===== src/rtl/jk_counter_bank.sv =====
`default_nettype none
// ============================================================================
//  Module      : jk_counter_bank
//  Description : WIDTH-bit bank of JK flip-flops with up/down/freeze count
//                modes over a programmable modulus, a combinational
//                terminal-count flag and a registered one-cycle wrap pulse.
//  Revision    : 1.0 - initial release
// ----------------------------------------------------------------------------
//  Ports
//    clock    in   1      rising-edge clock for all state
//    reset_n  in   1      synchronous active-low reset (q <= RESET_VAL)
//    en       in   1      1 = state may change this edge, 0 = hold
//    mode     in   2      00 JK, 01 count up, 10 count down, 11 freeze
//    j        in   WIDTH  per-bit J inputs (JK mode only)
//    k        in   WIDTH  per-bit K inputs (JK mode only)
//    q        out  WIDTH  registered bank state
//    q_bar    out  WIDTH  exact complement of q
//    tc       out  1      terminal count: a wrap happens on the next edge
//    wrap     out  1      one-cycle pulse in the cycle after a count wrap
// ============================================================================
module jk_counter_bank #(
    parameter int WIDTH     = 4,
    parameter int MODULUS   = 16,
    parameter int RESET_VAL = 0
) (
    input  logic             clock,
    input  logic             reset_n,
    input  logic             en,
    input  logic [1:0]       mode,
    input  logic [WIDTH-1:0] j,
    input  logic [WIDTH-1:0] k,
    output logic [WIDTH-1:0] q,
    output logic [WIDTH-1:0] q_bar,
    output logic             tc,
    output logic             wrap
);

    localparam logic [1:0] c_mode_jk   = 2'b00;
    localparam logic [1:0] c_mode_up   = 2'b01;
    localparam logic [1:0] c_mode_down = 2'b10;
    localparam logic [1:0] c_mode_frz  = 2'b11;

    // Highest legal count value and the reset load value, sized to the bank.
    localparam logic [WIDTH-1:0] c_max   = WIDTH'(MODULUS - 1);
    localparam logic [WIDTH-1:0] c_reset = WIDTH'(RESET_VAL);
    localparam logic [WIDTH-1:0] c_one   = WIDTH'(1);
    localparam logic [WIDTH-1:0] c_zero  = '0;

    logic [WIDTH-1:0] r_q;
    logic             r_wrap;

    logic [WIDTH-1:0] w_next_q;
    logic             w_next_wrap;
    logic [WIDTH-1:0] w_jk_q;
    logic             w_at_max;
    logic             w_at_zero;
    logic             w_over;

    // Classic JK characteristic equation, applied bitwise:
    // set where J=1 and q=0, keep where K=0 and q=1 (JK=11 toggles).
    assign w_jk_q    = (j & ~r_q) | (~k & r_q);

    assign w_at_max  = (r_q == c_max);
    assign w_at_zero = (r_q == c_zero);
    // JK mode can leave q above the modulus; count modes resynchronise it
    // without raising wrap.
    assign w_over    = (r_q > c_max);

    always_comb begin
        w_next_q    = r_q;
        w_next_wrap = 1'b0;
        if (en) begin
            case (mode)
                c_mode_jk: begin
                    w_next_q = w_jk_q;
                end
                c_mode_up: begin
                    if (w_at_max) begin
                        w_next_q    = c_zero;
                        w_next_wrap = 1'b1;
                    end else if (w_over) begin
                        w_next_q = c_zero;
                    end else begin
                        w_next_q = r_q + c_one;
                    end
                end
                c_mode_down: begin
                    if (w_at_zero) begin
                        w_next_q    = c_max;
                        w_next_wrap = 1'b1;
                    end else if (w_over) begin
                        w_next_q = c_max;
                    end else begin
                        w_next_q = r_q - c_one;
                    end
                end
                c_mode_frz: begin
                    w_next_q = r_q;
                end
                default: begin
                    w_next_q = r_q;
                end
            endcase
        end
    end

    always_ff @(posedge clock) begin
        if (!reset_n) begin
            r_q    <= c_reset;
            r_wrap <= 1'b0;
        end else begin
            r_q    <= w_next_q;
            r_wrap <= w_next_wrap;
        end
    end

    assign q     = r_q;
    assign q_bar = ~r_q;
    assign wrap  = r_wrap;
    assign tc    = en & (((mode == c_mode_up)   & w_at_max) |
                         ((mode == c_mode_down) & w_at_zero));

endmodule
`default_nettype wire


===== config.mk =====
export PLATFORM = sky130hd
export DESIGN_NAME = jk_counter_bank
export DESIGN_NICKNAME = d
export VERILOG_FILES = /design/src/rtl/jk_counter_bank.sv
export SDC_FILE = /design/constraint.sdc
export NUM_CORES = 1
export LEC_CHECK = 0
export ABC_CLOCK_PERIOD_IN_PS = 3600
export CAP_MARGIN = 0
export CORE_AREA = 3 3 40 42
export DETAILED_ROUTE_END_ITERATION = 8
export DIE_AREA = 0 0 43 45
export PLACE_DENSITY = 0.72
export REMOVE_ABC_BUFFERS = 1
export SLEW_MARGIN = 30
export SYNTH_ARGS = -nofsm -noshare
export SYNTH_HDL_FRONTEND = slang
export SYNTH_SLANG_ARGS = --single-unit

===== constraint.sdc =====
create_clock -name clock -period 3.6 [get_ports clock]
set_input_delay 0.36 -clock clock [delete_from_list [all_inputs] [get_ports clock]]
set_output_delay 0.36 -clock clock [all_outputs]
set_load 0.03 [all_outputs]

==> flow_summary.toml <==
[routing]
wire_per_inst_um = 12.6
drc = 0
drt_iter0_markers = 10
first_pass_iters = 4
wirelength_mm = 1.26
postRouteAntennaNets = 0
num_vias = 539
vias_per_cell = 5.39

[place]
gp_congestion = 0.900
port_buffers = 22
dpl.hpwl_um = 991

[synthesis]
ys_seq_area_share_pct = 21.2
synth_edf_count = 0
avgSynthCellArea_um2 = 7.75
synthesis.area_um2 = 473
synthTopCellsByArea = "dfxtp_1, ha_1, a221oi_1"
synth-seq-cells = 5
yosysUniqueCellTypes = 28
synth-main-ff-cell = "dfxtp_1"
synth_cells = 61
yosys.area.top_type = "dfxtp_1"
ys.warnings.count = 0
async_flop_share_pct = 0
synth_top_area_share_pct = 21.2

[power]
power_density_nw_per_um2 = 325
vdd_drop_max_mv = 0.205
p_leak_uw = 0.000289

[clocking]
clock-sinks = 5
cts_hold_buf = 0
post_cts_buffers = 0
ctsHtreeMaxLevel = 1
cts_buffers = 3
cts_tree = "done"
clockBufferDepth = 2
cts.repair.resized = 0
clk_pin_slew_ns = 0.05
clk_latency_ns = 0.25
cts_root_buf = "clkbuf_4"

[sta]
fin_skew_ns = 0.000590
maxSlewViolCount = 0
min_period_ns = 2.56
max_freq_mhz = 391
setup_viol_count_final = 0
rsz0062_at_grt = "false"
period_share_pct = 71.0
hold_viol_final = 0
tightest_slew_ns = 0.337
whs_ns = 0.624
slew_headroom_pct = 77.5
fin_tns_setup_ns = 0

[global_route]
groute.usage.overall_pct = 14.7
antenna_found_initial = 0
grt_max_degree = 10
grt_pass1_wl_mm = 2.15
grt-ovfl-total = 0
grt_pass1_vias = 497

[critical_path]
reg2reg_depth = 6
critPathSlowestCell = "clkdlybuf4s50_1"
worstSetupStartpointType = "input pin"
critPathArrivalTime_ns = 2.20
crit_chain = "clkdlybuf4s50_1 > inv_1 > ha_1 > nand2_1 > nor3_2 > o21a_1 > clkdlybuf4s50_1"
cp_slowest_stage_delay_ns = 0.67
critPathMaxFanout = 6
critical_path_required_ns = 3.24
worst_path_most_repeated_cell = "clkdlybuf4s50_1"
endpoint_kind = "output pin"
criticalPathCategory = "input pin to output pin"

[cells_and_area]
mostFrequentLayoutCell = "clkdlybuf4s50_1"
fin_nets = 104
fill_cells = 127
drive_gt1_share_pct = 12.9
num_antenna_cells = 0
seq_area_um2 = 100
final_cell_mix = "clkdlybuf4s50_1, inv_1, ha_1, dfxtp_1"
syn2layout_area_growth_pct = 53.7
multi_input_area_um2 = 328

[status]
status = "finished clean"

[floorplan]
io_pins = 23
die-area_um2 = 1940
initial_core_util_pct = 36.8
die_w_um = 43
die_y_um = 45
core_um2 = 1280
rows = 13

[job]
cap_violations = 0

[worst_hold_path]
hold_class = "flop to flop"
hold-path-cell-count = 2
## routing by layer
layer  GRT usage, %  wire (um)
met5              0          0
met4           1.81         10
met3           6.37         87
met1           17.8        574
met2           25.1        587
## metrics by stage
stage,instances,setup slack [ns],total power [uW],util (%),cell area (um2)
6_report,100,1.04,236,56.6,727
5_1_grt,100,0.934,251,56.6,727
4_1_cts,100,1.05,239,56.6,727
3_5_place_dp,96,1.05,168,54.5,701
3_3_place_gp,96,1.07,167,54.5,701
2_1_floorplan,59,1.79,127,-,462
## power breakdown
part	internal (uW)	switching, uW	total [uW]	leakage (uW)
logic	46.3	52.3	98.6	0.000233
registers	60.0	9.06	69.0	0.0000412
clock network	42.1	26.5	68.6	0.0000150
## cell usage after synthesis (2+ instances only)
| cell | n |
|---|---|
| o21ai_1 | 2 |
| a221oi_1 | 4 |
| nand3_1 | 3 |
| inv_2 | 4 |
| ha_1 | 5 |
| a21oi_1 | 4 |
| nor2_1 | 3 |
| nand2_1 | 2 |
| dfxtp_1 | 5 |
| nand2b_1 | 3 |
| a31oi_1 | 2 |
| o21ai_0 | 4 |
| inv_1 | 5 |
## cell families (layout without fill, tap and decap cells)
logic type      Yosys count  in the layout  synth area share (%)
simple gates             16             16                  20.6
flops                     5              5                  21.2
fa+ha+maj                 5              5                  13.2
buf+inv                  11             35                  9.52
compound gates           24             24                  35.5
## path summary, 6_finish.rpt
check / startpoint / to / slack (ns)
setup / recovery: mode[0] / tc / 1.04
setup reg to reg: q[0]$_SDFFE_PN0P_ / q[2]$_SDFFE_PN0P_ / 2.05
hold / removal: q[1]$_SDFFE_PN0P_ / q[1]$_SDFFE_PN0P_ / 0.62
hold reg to reg: q[1]$_SDFFE_PN0P_ / q[1]$_SDFFE_PN0P_ / 0.62
## registers in the layout, indices dropped and copies added, names as in the netlist
signal	count
wrap	1
q	4
## layout make-up
cell class	instances	share of cell area (%)
Clock buffer	4	3.61
Multi-Input combinational cell	45	45.1
Sequential cell	5	13.8
Inverter	9	4.65
Timing Repair Buffer	22	30.3
Tap cell	15	2.58
## worst max-delay path: cells and delay by family
| kind | cells | cell delay, ns |
|---|---|---|
| compound gates | 1 | 0.16 |
| fa+ha+maj | 1 | 0.25 |
| buf+inv | 3 | 1.20 |
| simple gates | 2 | 0.23 |
No activity file was read; power rests on OpenSTA's default activity.
